## src/rtl/counter_dir_ctrl.sv

```systemverilog
// Turnaround controller for an up/down counter: sweeps between LO and HI,
// stalls the counter for DWELL cycles at each limit and counts reversals.
module counter_dir_ctrl #(
    parameter logic [8:0]  LO    = 9'd0,
    parameter logic [8:0]  HI    = 9'd255,
    parameter int unsigned DWELL = 4        // legal 1..15, LO < HI
) (
    input  logic       clk,
    input  logic       reset,
    input  logic [8:0] count,
    input  logic       run,
    output logic       dir,
    output logic       hold,
    output logic       top_pulse,
    output logic       bot_pulse,
    output logic [7:0] turns
);

    typedef enum logic [2:0] {
        ST_IDLE     = 3'd0,
        ST_UP       = 3'd1,
        ST_DWELL_HI = 3'd2,
        ST_DOWN     = 3'd3,
        ST_DWELL_LO = 3'd4
    } state_t;

    localparam logic [3:0] DWELL_LOAD = 4'(DWELL - 1);

    state_t     r_state;
    logic [3:0] r_dwell;
    logic       r_dir;
    logic       r_hold;
    logic       r_top;
    logic       r_bot;
    logic [7:0] r_turns;

    state_t     w_state_nxt;
    logic [3:0] w_dwell_nxt;
    logic       w_dir_nxt;
    logic       w_hold_nxt;
    logic       w_top_nxt;
    logic       w_bot_nxt;
    logic [7:0] w_turns_nxt;
    logic       w_hit_hi;
    logic       w_hit_lo;
    logic [7:0] w_turns_inc;

    assign w_hit_hi    = (count >= HI);
    assign w_hit_lo    = (count <= LO);
    assign w_turns_inc = (r_turns == 8'hFF) ? r_turns : r_turns + 8'd1;

    always_comb begin
        w_state_nxt = r_state;
        w_dwell_nxt = r_dwell;
        w_dir_nxt   = r_dir;
        w_hold_nxt  = r_hold;
        w_top_nxt   = 1'b0;
        w_bot_nxt   = 1'b0;
        w_turns_nxt = r_turns;

        // A stopped controller freezes everything; a pending limit hit is
        // simply seen again once run comes back.
        if (r_state != ST_IDLE && !run) begin
            w_hold_nxt = 1'b1;
        end else begin
            case (r_state)
                ST_IDLE: begin
                    w_dir_nxt  = 1'b1;
                    w_hold_nxt = 1'b1;
                    if (run) begin
                        w_state_nxt = ST_UP;
                        w_hold_nxt  = 1'b0;
                    end
                end
                ST_UP: begin
                    w_dir_nxt  = 1'b1;
                    w_hold_nxt = 1'b0;
                    if (w_hit_hi) begin
                        w_state_nxt = ST_DWELL_HI;
                        w_hold_nxt  = 1'b1;
                        w_top_nxt   = 1'b1;
                        w_dwell_nxt = DWELL_LOAD;
                    end
                end
                ST_DWELL_HI: begin
                    w_dir_nxt  = 1'b1;
                    w_hold_nxt = 1'b1;
                    if (r_dwell == 4'd0) begin
                        w_state_nxt = ST_DOWN;
                        w_dir_nxt   = 1'b0;
                        w_hold_nxt  = 1'b0;
                        w_turns_nxt = w_turns_inc;
                    end else begin
                        w_dwell_nxt = r_dwell - 4'd1;
                    end
                end
                ST_DOWN: begin
                    w_dir_nxt  = 1'b0;
                    w_hold_nxt = 1'b0;
                    if (w_hit_lo) begin
                        w_state_nxt = ST_DWELL_LO;
                        w_hold_nxt  = 1'b1;
                        w_bot_nxt   = 1'b1;
                        w_dwell_nxt = DWELL_LOAD;
                    end
                end
                ST_DWELL_LO: begin
                    w_dir_nxt  = 1'b0;
                    w_hold_nxt = 1'b1;
                    if (r_dwell == 4'd0) begin
                        w_state_nxt = ST_UP;
                        w_dir_nxt   = 1'b1;
                        w_hold_nxt  = 1'b0;
                        w_turns_nxt = w_turns_inc;
                    end else begin
                        w_dwell_nxt = r_dwell - 4'd1;
                    end
                end
                default: begin
                    w_state_nxt = ST_IDLE;
                    w_dir_nxt   = 1'b1;
                    w_hold_nxt  = 1'b1;
                end
            endcase
        end
    end

    always_ff @(posedge clk or negedge reset) begin
        if (!reset) begin
            r_state <= ST_IDLE;
            r_dwell <= 4'd0;
            r_dir   <= 1'b1;
            r_hold  <= 1'b1;
            r_top   <= 1'b0;
            r_bot   <= 1'b0;
            r_turns <= 8'd0;
        end else begin
            r_state <= w_state_nxt;
            r_dwell <= w_dwell_nxt;
            r_dir   <= w_dir_nxt;
            r_hold  <= w_hold_nxt;
            r_top   <= w_top_nxt;
            r_bot   <= w_bot_nxt;
            r_turns <= w_turns_nxt;
        end
    end

    assign dir       = r_dir;
    assign hold      = r_hold;
    assign top_pulse = r_top;
    assign bot_pulse = r_bot;
    assign turns     = r_turns;

endmodule

```

## config.mk

```make
export PLATFORM = sky130hd
export DESIGN_NAME = counter_dir_ctrl
export DESIGN_NICKNAME = d
export VERILOG_FILES = /design/src/rtl/counter_dir_ctrl.sv
export SDC_FILE = /design/constraint.sdc
export NUM_CORES = 1
export LEC_CHECK = 0
export ABC_AREA = 0
export BUFFER_PORTS_ARGS = -buffer_cell sky130_fd_sc_hd__buf_2
export CELL_PAD_IN_SITES_DETAIL_PLACEMENT = 1
export CELL_PAD_IN_SITES_GLOBAL_PLACEMENT = 1
export CORE_UTILIZATION = 37
export DETAILED_ROUTE_END_ITERATION = 7
export PLACE_DENSITY_LB_ADDON = 0.25
export SYNTH_ARGS = -nofsm -noshare
export SYNTH_HDL_FRONTEND = slang
export SYNTH_SLANG_ARGS = --single-unit
```

## constraint.sdc

```tcl
create_clock -name clk -period 1.95 [get_ports clk]
set_clock_uncertainty 0.2 [all_clocks]
set_input_delay 0.195 -clock clk [delete_from_list [all_inputs] [get_ports clk]]
set_output_delay 0.195 -clock clk [all_outputs]
set_load 0.02 [all_outputs]
```

# Word level (Yosys, flattened, before mapping)
# Index checks and enable logic that the tools add are counted.
# classes
n_addsub	2
magnitude_cmp	2
eq_ne	11
mux	22
bitwise_logic	2
reduce_logical	10
# ops
cell	count
$mux 3	5
$pmux 3 s5	1
$mux 4	3
$ne 2x2->1 const B	6
$pmux 4 s3	1
$mux 1	10
$ge 9x8->1 const B	1
$le 9x1->1 const B	1
$add 8x1->8 const B	1
$eq 8x8->1 const B	1
$eq 3x2->1 const B	2
$reduce_and 6->1	1
$reduce_bool 3->1	2
$reduce_and 5->1	1
$logic_not 4->1	1
$pmux 1 s4	1
$reduce_and 4->1	1
$sub 4x1->4 const B	1
$eq 3x1->1 const B	1
$eq 3x3->1 const B	1
$logic_not 3->1	1
$pmux 1 s3	1
$not 1->1	2
$reduce_or 2->1	1
2 further kinds	2
# word_totals
regBits	19
inputBits	12
out_inout_bits	12
word_cells	56

# Logic depth before layout (Yosys ltp)
# depth
ltp_word	4
depth_mapped	7
ltp_nobuf	7

# Least setup slack after synthesis
# OpenSTA, ideal clock, no wires.
# synth_timing
path_type	reg2reg
start	reg r_dwell[0]
end	reg r_turns[6], in the netlist turns[6]
setup_time_ps	125
arrival_ps	1800
t_required_ps	1625
setup_slack_ps	-175
path_stages_with_launch	7
path_buffers	0
period_less_slack_ps	2125
cell_sequence	dfrtp_1 > inv_1 > ha_1 > nor3b_1 > nand3_2 > nor3_1 > mux2_2
# synth_between
elab_chain_len	2
# synth_rtl
item	line	rtl
start, declared	30	logic [3:0] r_dwell;
start signal, assigned	139	r_dwell <= w_dwell_nxt;
$logic_not 4->1	88, 110	
$reduce_and 4->1 (no line)	-	
end signal, assigned	144	r_turns <= w_turns_nxt;
end, declared	35	logic [7:0] r_turns;
# No other way between the ends.
# A chain may end at the register's enable or synchronous reset.

# Worst setup path in the final report
# Same ends and word-level chain as after synthesis.

==> impl_summary.txt <==
----------------------------------------------------
[Status]
  Outcome ... finished, final reports clean

[Global routing]
  Pin count of the biggest net entering global routing ... 20
  Remaining global-route overflow ... 0
  Antenna violations before repair ... 0
  First-pass GRT wire length ... a little under 5 mm
  Number of global-route vias before repair ... 1,048
  Total Routing Usage GR ... 19.0%

[STA]
  Worst slew margin ... 67.2%
  Fin. max-slew vios ... 0
  Transition at the pin with the smallest max-transition slack ... 0.491 ns
  Total of endpoints with negative setup slack in the final report ... 0
  Highest clock frequency the design can meet ... 531 MHz
  Final-layout setup total negative slack ... 0 ns
  Final Hold Viols ... 0
  Share of the cycle needed by the critical path after routing ... 96.6%
  RSZ-0062 raised after global routing ... yes
  Post-layout minimum cycle time ... 1.88 ns

[Cells and area]
  Non-Filler Instances ... 204
  Number of nets in the layout ... 175
  Layout cell share with drive strength beyond 1 ... 46.3%
  Final Instance Area ... roughly 0.0015 mm^2
  Antenna fix cells ... 0
  Synth-to-layout area growth ... 30.8%

[Flow run]
  # Max-Cap Violations ... 0

[Clocking]
  Clock latency on the worst-skew pair ... 0.29 ns
  Clock slew at reported path FFs ... ~0.11 ns
  TritonCTS clock tree ... built
  Buffer cell driving the clock tree root ... sky130_fd_sc_hd__clkbuf_4
  Largest buffer count on any clock path ... 2
  CTS H-tree depth ... 1
  Clock sinks ... 19
  Clock buffer count from CTS ... 3

[Route]
  Detailed-route via count ... 1,076
  DRC viols ... 0
  Total detailed-routing wirelength ... 3.04 mm
  First-pass iteration count of the detailed router ... 4
  Number of DRC markers after the initial detailed-route iteration ... 19
  Post-detailed-route count of antenna-violating nets ... 0
  DR vias/cell ... 5.27
  Average wire per cell in the routed design ... 14.9 um

[Logic synthesis]
  EDFF count, synth ... 0
  Netlist Area Pre-Place ... 0.00117 mm^2
  Number of different library cells in the post-synthesis netlist ... 39
  Ys async rst share ... 100%
  Gate Count Post-Synth ... ~120
  Library cell with the largest summed area after synthesis ... sky130_fd_sc_hd__dfrtp_1
  Average size of a mapped cell ... 9.80 um^2
  Sequential-to-total area share from yosys stat ... 41.0%
  Portion of synthesized cell area occupied by the leading cell type ... 36.5%
  Net Count, Synth ... 133
  Most repeated cell in the gate-level netlist after synthesis ... sky130_fd_sc_hd__dfrtp_1
  Register bit total from synthesis ... 19
  Top area cells in the synthesized netlist ... sky130_fd_sc_hd__dfrtp_1 (36%), sky130_fd_sc_hd__clkbuf_8 (4.7%), sky130_fd_sc_hd__dfstp_2 (4.5%)
  Warnings, synthesis ... 0
  Primary FF master, synth ... sky130_fd_sc_hd__dfrtp_1
  Most numerous cell types in the synthesized netlist ... sky130_fd_sc_hd__dfrtp_1 (17), sky130_fd_sc_hd__nor2_1 (13), sky130_fd_sc_hd__nand2_1 (11)

[Floorplanning]
  Starting density of the core ... between 30 and 40%
  Site row count ... 20
  Core box area ... 0.00303 mm^2
  Die ar. ... 0.00338 mm^2
  Ports ... 24
  Vertical die dimension ... roughly 58 um
  Overall die width ... 58.1 um

[Place]
  Final RePlAce weighted congestion ... 0.938
  Cells after DPL ... between 150 and 200
  Number of input and output port buffers inserted ... 23
  HPWL after DPL ... 2.29 mm
  Area of placed instances ... roughly 0.0014 mm^2

[Critical path]
  Critical path class ... flop to flop
  Number of cells on the worst reg-to-reg path ... 6
  Critical Path AT ... ~1.9 ns
  Startpoint type of the worst setup path ... flop
  Worst EP required ... between 1.5 and 2 ns
  Largest driver fanout on the critical path ... 6
  Worst setup EP type ... flop

[Power and ir drop]
  Combinational share of power ... 51.6%
  Static power due to leakage ... roughly 0.7 nW
  Net switching fraction of the power ... 40.1%
  Internal power consumption ... slightly below 1 mW
  Clock network power share ... between 10% and 20%
  Max rail drop VDD ... 0.634 mV
  Portion of total power attributed to sequential cells ... between 30% and 40%
  Power per cell area ... 1060 mW/mm^2
  Net switching power ... 0.646 mW

[Min path]
  Worst hold path depth ... 3
  Worst Hold Class ... input pin to flop

----------------------------------------------------
## power by group through the flow
stage               clock [mW]  sequential (mW)  combinational [mW]
finish                   0.195            0.584               0.832
global route             0.222            0.596               0.917
CTS                      0.207            0.581               0.728
detailed placement           0            0.580               0.715
global placement             0            0.573               0.680
floorplan                    0            0.601               0.446
## cell families (layout without fill, tap and decap cells)
family	after synthesis	count (layout)	synth area share [%]
xor gates and xnor gates	6	6	4.51
DFF	19	19	41.0
AOI/OAI and AO/OA	24	24	13.9
buffers and inverters	7	48	5.69
muxes	5	5	4.72
and+or+nand+nor	56	56	28.0
adders and majority gates	2	2	2.15
## routing by layer
metal | GRT usage [%] | share of wire, % | vias to the layer above | wire, um
met3 | 4.02 | 2.7 | 2 | 82
li1 | - | - | 518 | -
met4 | 4.08 | 0.56 | 0 | 17
met2 | 32.0 | 52 | 16 | 1590
met5 | 0 | 0 | - | 0
met1 | 25.2 | 44 | 540 | 1350
## timing repair
action                     4_1_cts  5_1_grt
hold buffers                     1        0
setup endpoints to repair        6       10
pin swaps                        0        4
setup buffers                    0        4
resized for setup                5       15
hold endpoints to repair        19        0
## cell usage in the layout, fill, tap and decap left out, types with 3 or more instances in the layout
master,instances
sky130_fd_sc_hd__buf_2,23
sky130_fd_sc_hd__buf_4,17
sky130_fd_sc_hd__dfrtp_1,14
sky130_fd_sc_hd__nor2_1,11
sky130_fd_sc_hd__nand2_1,11
sky130_fd_sc_hd__o21ai_0,7
sky130_fd_sc_hd__xor2_1,6
sky130_fd_sc_hd__nor3_2,4
sky130_fd_sc_hd__a31oi_1,4
sky130_fd_sc_hd__nand3_1,3
sky130_fd_sc_hd__a21oi_1,3
sky130_fd_sc_hd__nor3b_1,3
sky130_fd_sc_hd__a41oi_1,3
sky130_fd_sc_hd__clkbuf_4,3
sky130_fd_sc_hd__dfrtp_2,3
## stage by stage
step	utilization, %	setup WS, ns	power [mW]	hold WS (ns)
after floorplan	-	0.0119	1.05	-0.301
after global placement	45.7	-0.155	1.25	-0.0413
after detailed placement	45.7	-0.228	1.30	-0.0357
after CTS	47.5	0.00331	1.52	0.0790
after global routing	50.4	-0.0290	1.74	0.0993
final	50.4	0.0665	1.61	0.0846
## registers in the layout, indices dropped and copies added (netlist names)
register   count
dir            1
top_pulse      1
r_state        3
hold           1
bot_pulse      1
r_dwell        4
turns          8
## critical path, cell delays in order, from the launching register on
cell and delay, ns:
sky130_fd_sc_hd__dfrtp_1 0.40, sky130_fd_sc_hd__inv_2 0.09, sky130_fd_sc_hd__ha_4 0.14, sky130_fd_sc_hd__nor3b_4 0.27
sky130_fd_sc_hd__nand3_4 0.15, sky130_fd_sc_hd__nor3_2 0.23, sky130_fd_sc_hd__mux2_4 0.31
## layout make-up
class	count	area (um^2)
Clock buffer	4	26.3
Tap cell	44	55.1
Inverter	3	11.3
Timing Repair Buffer	41	253
Fill cell	360	1500
Sequential cell	19	482
Multi-Input combinational cell	93	698
## final timing paths
| path | from | endpoint | slack [ns] |
|---|---|---|---|
| setup / recovery | r_dwell[0]$_DFFE_PN0P_ | turns[6]$_DFFE_PN0P_ | 0.07 |
| hold / removal | run | dir$_DFFE_PN1N_ | 0.08 |
| setup reg to reg | r_dwell[0]$_DFFE_PN0P_ | turns[6]$_DFFE_PN0P_ | 0.07 |
| hold reg to reg | turns[5]$_DFFE_PN0P_ | turns[5]$_DFFE_PN0P_ | 0.32 |
| max in group asynchronous | reset | r_state[1]$_DFFE_PN0P_ | 1.05 |
| min in group asynchronous | reset | r_dwell[2]$_DFFE_PN0P_ | 0.16 |
(Power assumes the default switching activity.)
